<file path="src/rtl/tick_ser_tx_if.sv">
// tick_ser_tx_if: parallel-word handshake feeding tick_ser_tx.
//   in_data  [DATA_W]  word to send, sampled when the word is accepted
//   in_valid           upstream has a word
//   in_ready           transmitter can accept (high only while idle)
// modport master: upstream side; modport slave: transmitter side.
interface tick_ser_tx_if #(
    parameter int DATA_W = 8
);
    logic [DATA_W-1:0] in_data;
    logic              in_valid;
    logic              in_ready;

    modport master (output in_data, output in_valid, input in_ready);
    modport slave  (input in_data, input in_valid, output in_ready);
endinterface

</file>
<file path="src/rtl/tick_ser_tx.sv">
// tick_ser_tx: tick-paced asynchronous-serial transmitter.
// Frame = start (0), DATA_W data bits LSB first, [even parity], STOP_BITS
// stop bits (1). Every bit lasts one tick period; tx only moves on tick.
// Optional even parity bit: build with macro TICK_SER_TX_PARITY_EN.
// Ports:
//   clk    system clock, posedge
//   rst    asynchronous active-high reset
//   tick   one-cycle bit-time strobe from the clock divider
//   in_if  handshake (slave modport): in_data, in_valid, in_ready
//   tx     registered serial line, idles high
//   busy   high from the cycle after acceptance until back in IDLE
//   done   one-cycle pulse on the first IDLE cycle after a frame
//
// state  | meaning
// IDLE   | line high, in_ready high, waiting for a word
// PEND   | word latched, waiting for first tick to drive the start bit
// START  | start bit on the line
// DATA   | data bit bit_cnt on the line
// PARITY | even-parity bit on the line (parity build only)
// STOP   | stop bit stop_cnt on the line
module tick_ser_tx #(
    parameter int DATA_W    = 8,
    parameter int STOP_BITS = 1
) (
    input  logic         clk,
    input  logic         rst,
    input  logic         tick,
    tick_ser_tx_if.slave in_if,
    output logic         tx,
    output logic         busy,
    output logic         done
);
    localparam int CNT_W = (DATA_W > 1) ? $clog2(DATA_W) : 1;
    localparam logic [CNT_W-1:0] LAST_BIT = CNT_W'(DATA_W - 1);
    localparam logic LAST_STOP = (STOP_BITS == 2);

    typedef enum logic [2:0] {
        S_IDLE,
        S_PEND,
        S_START,
        S_DATA,
`ifdef TICK_SER_TX_PARITY_EN
        S_PARITY,
`endif
        S_STOP
    } state_t;

    state_t            state, state_nxt;
    logic [DATA_W-1:0] sh, sh_nxt;
    logic [CNT_W-1:0]  bit_cnt, bit_cnt_nxt;
    logic              stop_cnt, stop_cnt_nxt;
    logic              tx_nxt, busy_nxt, done_nxt;
`ifdef TICK_SER_TX_PARITY_EN
    // The shift register is consumed as bits go out, so parity of the
    // original word is captured at acceptance.
    logic              par, par_nxt;
`endif

    assign in_if.in_ready = (state == S_IDLE);

    always_ff @(posedge clk or posedge rst) begin
        if (rst) begin
            state    <= S_IDLE;
            sh       <= '0;
            bit_cnt  <= '0;
            stop_cnt <= 1'b0;
            tx       <= 1'b1;
            busy     <= 1'b0;
            done     <= 1'b0;
`ifdef TICK_SER_TX_PARITY_EN
            par      <= 1'b0;
`endif
        end else begin
            state    <= state_nxt;
            sh       <= sh_nxt;
            bit_cnt  <= bit_cnt_nxt;
            stop_cnt <= stop_cnt_nxt;
            tx       <= tx_nxt;
            busy     <= busy_nxt;
            done     <= done_nxt;
`ifdef TICK_SER_TX_PARITY_EN
            par      <= par_nxt;
`endif
        end
    end

    always_comb begin
        state_nxt    = state;
        sh_nxt       = sh;
        bit_cnt_nxt  = bit_cnt;
        stop_cnt_nxt = stop_cnt;
        tx_nxt       = tx;
        busy_nxt     = busy;
        done_nxt     = 1'b0;
`ifdef TICK_SER_TX_PARITY_EN
        par_nxt      = par;
`endif
        case (state)
            S_IDLE: begin
                // tick is deliberately ignored here, including on the
                // accept cycle: the start bit waits for the next tick.
                if (in_if.in_valid) begin
                    sh_nxt    = in_if.in_data;
                    busy_nxt  = 1'b1;
                    state_nxt = S_PEND;
`ifdef TICK_SER_TX_PARITY_EN
                    par_nxt   = ^in_if.in_data;
`endif
                end
            end
            S_PEND: begin
                if (tick) begin
                    tx_nxt    = 1'b0;
                    state_nxt = S_START;
                end
            end
            S_START: begin
                if (tick) begin
                    tx_nxt      = sh[0];
                    sh_nxt      = {1'b0, sh[DATA_W-1:1]};
                    bit_cnt_nxt = '0;
                    state_nxt   = S_DATA;
                end
            end
            S_DATA: begin
                if (tick) begin
                    if (bit_cnt == LAST_BIT) begin
`ifdef TICK_SER_TX_PARITY_EN
                        tx_nxt       = par;
                        state_nxt    = S_PARITY;
`else
                        tx_nxt       = 1'b1;
                        stop_cnt_nxt = 1'b0;
                        state_nxt    = S_STOP;
`endif
                    end else begin
                        tx_nxt      = sh[0];
                        sh_nxt      = {1'b0, sh[DATA_W-1:1]};
                        bit_cnt_nxt = bit_cnt + CNT_W'(1);
                    end
                end
            end
`ifdef TICK_SER_TX_PARITY_EN
            S_PARITY: begin
                if (tick) begin
                    tx_nxt       = 1'b1;
                    stop_cnt_nxt = 1'b0;
                    state_nxt    = S_STOP;
                end
            end
`endif
            S_STOP: begin
                if (tick) begin
                    if (stop_cnt == LAST_STOP) begin
                        stop_cnt_nxt = 1'b0;
                        busy_nxt     = 1'b0;
                        done_nxt     = 1'b1;
                        state_nxt    = S_IDLE;
                    end else begin
                        stop_cnt_nxt = 1'b1;
                    end
                end
            end
            default: begin
                tx_nxt    = 1'b1;
                busy_nxt  = 1'b0;
                state_nxt = S_IDLE;
            end
        endcase
    end
endmodule
</file>
<file path="src/flat_wrapper.sv">
// flat-port wrapper written by rule: the top's interface ports become plain ports
module tick_ser_tx_flat 
#(
    parameter int DATA_W    = 8,
    parameter int STOP_BITS = 1
)
  (clk, rst, tick, tx, busy, done, in_if_in_data, in_if_in_valid, in_if_in_ready);
  tick_ser_tx_if #(.DATA_W(DATA_W)) in_if_i ();
  input  logic clk;
  input  logic rst;
  input  logic tick;
  output logic tx;
  output logic busy;
  output logic done;
  input wire logic [$bits(in_if_i.in_data)-1:0] in_if_in_data;
  input wire logic [$bits(in_if_i.in_valid)-1:0] in_if_in_valid;
  output wire logic [$bits(in_if_i.in_ready)-1:0] in_if_in_ready;
  assign in_if_i.in_data = in_if_in_data;
  assign in_if_i.in_valid = in_if_in_valid;
  assign in_if_in_ready = in_if_i.in_ready;
  tick_ser_tx #(.DATA_W(DATA_W), .STOP_BITS(STOP_BITS)) u_core (.clk(clk), .rst(rst), .tick(tick), .in_if(in_if_i), .tx(tx), .busy(busy), .done(done));
endmodule
</file>
<file path="config.mk">
export PLATFORM = sky130hd
export DESIGN_NAME = tick_ser_tx_flat
export DESIGN_NICKNAME = d
export VERILOG_FILES = /design/src/rtl/tick_ser_tx_if.sv /design/src/rtl/tick_ser_tx.sv /design/src/flat_wrapper.sv
export SDC_FILE = /design/constraint.sdc
export NUM_CORES = 1
export LEC_CHECK = 0
export BUFFER_PORTS_ARGS = -buffer_cell sky130_fd_sc_hd__buf_2
export CORE_MARGIN = 2
export CORE_UTILIZATION = 57
export CTS_CLUSTER_DIAMETER = 120
export CTS_CLUSTER_SIZE = 16
export DETAILED_ROUTE_END_ITERATION = 10
export GPL_TIMING_DRIVEN = 0
export HOLD_SLACK_MARGIN = 0.03
export PLACE_DENSITY = 0.81
export REMOVE_ABC_BUFFERS = 1
export SLEW_MARGIN = 20
export SYNTH_ARGS = -nofsm -noshare
export SYNTH_HDL_FRONTEND = slang
export SYNTH_SLANG_ARGS = --single-unit
export TNS_END_PERCENT = 100
</file>
<file path="constraint.sdc">
create_clock -name clk -period 3.2 [get_ports clk]
set_clock_uncertainty 0.1 [all_clocks]
set_input_delay 0.32 -clock clk [delete_from_list [all_inputs] [get_ports clk]]
set_output_delay 0.32 -clock clk [all_outputs]
set_load 0.02 [all_outputs]
</file>
Word level (Yosys, flattened, before mapping). Cells that the tools add are included.

Add/sub/neg operators: 1. Bitwise gates (word level): 2. Reductions and logical operators: 12. Eq/ne operators: 13. Muxes and demuxes: 34.

Operators with widths (count): $mux 8 (4); $mux 3 (10); $pmux 8 s3 (1); $reduce_and 4->1 (4); $pmux 3 s5 (1); $mux 1 (14); $ne 2x2->1 const B (7); $reduce_and 7->1 (1); $eq 3x2->1 const B (2); $eq 3x3->1 const B (2); $pmux 3 s2 (1); $reduce_and 5->1 (1); $pmux 1 s4 (1); $reduce_bool 2->1 (2); $add 3x1->3 const B (1); $eq 3x1->1 const B (1); $logic_not 3->1 (1); $pmux 1 s3 (1); $reduce_bool 3->1 (1); $reduce_or 3->1 (1); $ne 2x1->1 const B (1); $not 1->1 (2); $pmux 1 s2 (1); $reduce_or 2->1 (1).

Bits of input ports: 12. Logic and storage cells: 69. Bits in registers: 18.

Logic depth before layout (Yosys ltp).
Word-level depth: 4. Gate-level depth with buffers: 6. Mapped depth without buffers: 5.

Worst setup path after synthesis. No wires, ideal clock.

Kind: reg-to-reg. Start: reg u_core.bit_cnt[0]. End: reg u_core.sh[0]. Slack: 1.201 ns. Stages on the path, launching flop included: 7. Buffers on the path: 1. Data arrival time: 1.775 ns. Setup time: 0.125 ns. Path through: dfrtp_1 > ha_1 > ha_1 > clkbuf_1 > or2b_1 > o32ai_4 > mux2_2.

Cells in the longest elaborated chain, start to end: 3.

Ends and longest elaborated chain: from (decl) (line tick_ser_tx.sv:50) `logic [CNT_W-1:0] bit_cnt, bit_cnt_nxt;`; from (signal assigned) (line tick_ser_tx.sv:76) `bit_cnt <= bit_cnt_nxt;`; $eq 3x3->1 (line tick_ser_tx.sv:127) `if (bit_cnt == LAST_BIT) begin`; $ne 2x2->1 (no line); $reduce_and 5->1 (no line); to (signal assigned) (line tick_ser_tx.sv:75) `sh <= sh_nxt;`; to (decl) (line tick_ser_tx.sv:49) `logic [DATA_W-1:0] sh, sh_nxt;`.

Every way passes these cells. A chain may end at the register's enable or synchronous reset.

Worst setup path in the final report.
Start: reg u_core.bit_cnt[0]. End: reg u_core.sh[1].

The elaborated chain is that of the path after synthesis.

==> impl_metrics.yaml <==
status:
  result_of_the_run: "completed"
worst_setup_path:
  critical_path.startpoint_type: "flop"
  worstPathCellList: "ha_1 -> ha_1 -> or2b_1 -> o32ai_4 -> mux2_2"
  critical_path.endpoint_type: "flop"
  worstSetupStartpoint: "u_core.bit_cnt[0]"
  worst-endpoint-required_ns: 3.28
  timing.critical_path.slowest_stage_cell: "dfrtp_1"
  crit_top_cell: "ha_1"
  critPathArrivalTime_ns: 2.16
  worstReg2RegStart: "u_core.bit_cnt[0]"
  path_max_fanout: 10
  crit_type: "flop to flop"
  cp_slowest_stage_delay_ns: 0.42
logic_synthesis:
  synth_warnings: 0
  postSynth.asyncResetShare: 1.00
  yosysUniqueCellTypes: 29
  postSynthCellCount: 79
  synth.top_cells.by_count: "dfrtp_1, mux2_2"
  synth-seq-cells: 17
  synthDominantCellAreaShare: 0.438
  synth.area.top_cells: "dfrtp_1, mux2_2, o32ai_4"
  synth.largest_area_cell: "dfrtp_1"
  synthMostInstantiatedCell: "dfrtp_1"
  synth_enable_flop_cells: 0
  netlist_area_um2: 913
  syn_avg_cell_area_um2: 11.6
  synth-main-ff-cell: "dfrtp_1"
  synth-seq-area-share: 0.467
floorplan:
  io-pin-count: 16
  die_h_um: 44.0
  floorplan.die_area_um2: 1940
  die_width_um: 44.0
  initial_utilization: 0.606
  placementRows: 14
  placeableCoreArea_um2: 1510
cts:
  cts_sinks: 17
  htree_levels: 1
  clock_latency_ns: 0.28
  ctsRootBufferMaster: "clkbuf_4"
  cts_tree: "yes"
  cts-resized-gates: 0
  num_cts_buffers: 3
  clkTransAtPathRegs_ns: 0.10
  ctsLongestPathBuffers: 2
sta:
  fmaxAchievable_mhz: 481
  timing.final.max_slew_violations: 0
  finalHoldViolations: 0
  fin_tns_setup_ns: 0
  rsz0062_at_grt: "false"
  maxSlewHeadroom: 0.574
  tightest_slew_ns: 0.638
  final.period_utilization: 0.650
  setup_viol: 0
  fin_crit_ns: 2.08
drt:
  drt-initial-drc-count: 22
  top_layer: "met4"
  route.detailed.vias_per_inst: 5.96
  detail_route.wirelength_mm: 1.56
  drcViolationCount: 0
  firstDrtPassIters: 4
  drt.antenna.violating_nets: 0
  num_vias: 656
  detail_route.wl_per_cell_um: 14.1
  met3WireLength_um: 56
  routed-wl-met2_um: 764
  m1WireLength_um: 695
global_route:
  grt_pass1_vias: 669
  antenna_found_initial: 0
  grt_first_pass_wirelength_mm: 2.81
  grtUsageTotal: 0.197
  grt-ovfl-total: 0
  grt_max_degree: 18
power_and_ir_drop:
  p_per_area_nw_per_um2: 817
  power.ir.vdd_worst_v: 0.000471
  leakagePower_uw: 0.000507
final_layout:
  finalNetCount: 109
  area_growth_syn_to_layout_pct: 10.5
  fraction_of_final_layout_cells_sized_beyond_drive_strength_1: 0.383
  antennaDiodeCount: 0
  final_cell_count_no_fill: 110
place:
  dp_cells: 105
  finalWeightedCongestion: 0.692
  io_buffer_count: 15
  hpwlAfterDp_mm: 1.08
job:
  cap_violations: 0
hold_path:
  hp-start: "tick"
  timing.hold.worst.class: "input pin to flop"
[cell usage in the layout, fill, tap and decap left out, types with 2 or more instances in the layout]
master    count
inv_1         2
mux2_2       15
nand3b_1      2
a22o_1        3
o21ai_0       4
nand2b_1      4
ha_1          2
nand2_1       4
a21oi_1       2
dfrtp_1      16
nor3_1        2
nor2_1        4
and3_1        2
buf_2        15
clkbuf_4      3
[critical path, delay by kind of cell (launching register included)]
kind	cells	cell delay, ns
muxes	1	0.39
AOI/OAI and AO/OA	1	0.27
and+or+nand+nor	1	0.30
DFF	1	0.42
adders and majority gates	2	0.49
[final timing paths]
path                                      to  slack [ns]  cells past startpoint
max reg2reg                     u_core.sh[1]        1.12                      5
max in group asynchronous  u_core.bit_cnt[1]        2.00                      3
min                          u_core.state[2]        0.22                      2
min reg2reg                     u_core.sh[5]        0.41                      1
max                             u_core.sh[1]        1.12                      5
min in group asynchronous       u_core.sh[4]        0.58                      3
[layer usage]
metal  GRT usage  vias to the layer above
met5           0                        -
met4      0.0909                        0
met3      0.0408                        6
met2       0.347                       20
met1       0.230                      320
li1            -                      310
[logic make-up (layout without fill, tap and decap cells)]
group	after synthesis	after routing	synth area share
adders and majority gates	2	2	0.0274
AOI/OAI and AO/OA	13	13	0.119
muxes	16	16	0.196
DFF	17	17	0.467
and+or+nand+nor	24	24	0.144
buffers and inverters	7	22	0.0466
[where the power goes]
group	switching, µW	internal (µW)
clock	65.3	48.3
combinational	143	198
sequential	72.6	298
total	281	544
[registers in the layout, summed over array words and instances, names as in the netlist]
register	flops
u_core.done	1
u_core.state	3
u_core.sh	8
u_core.busy	1
u_core.bit_cnt	3
u_core.tx	1
[cell type report]
cell class	instances	area (µm²)
repair buffers	16	85.1
clock buffers	4	26.3
flip-flops and latches	17	427
multi-input cells	55	444
inverters	2	7.51
well taps	16	20.0
fillers	113	497
[through the flow]
stage,util,hold WS [ns],worst slack [ns],total power (µW),cell area [µm²]
floorplan,-,0.145,1.27,642,878
CTS,0.670,0.219,1.11,829,1010
global route,0.670,0.230,1.02,886,1010
detailed placement,0.646,0.333,1.12,717,973
global placement,0.646,0.329,1.14,701,973
finish,0.670,0.224,1.12,825,1010
[what timing repair did]
action / in CTS / in global routing
setup buffers: 0 / 0
endpoints found under the hold margin: 8 / 0
hold buffers: 1 / 0
No activity file was read; power rests on OpenSTA's default activity.
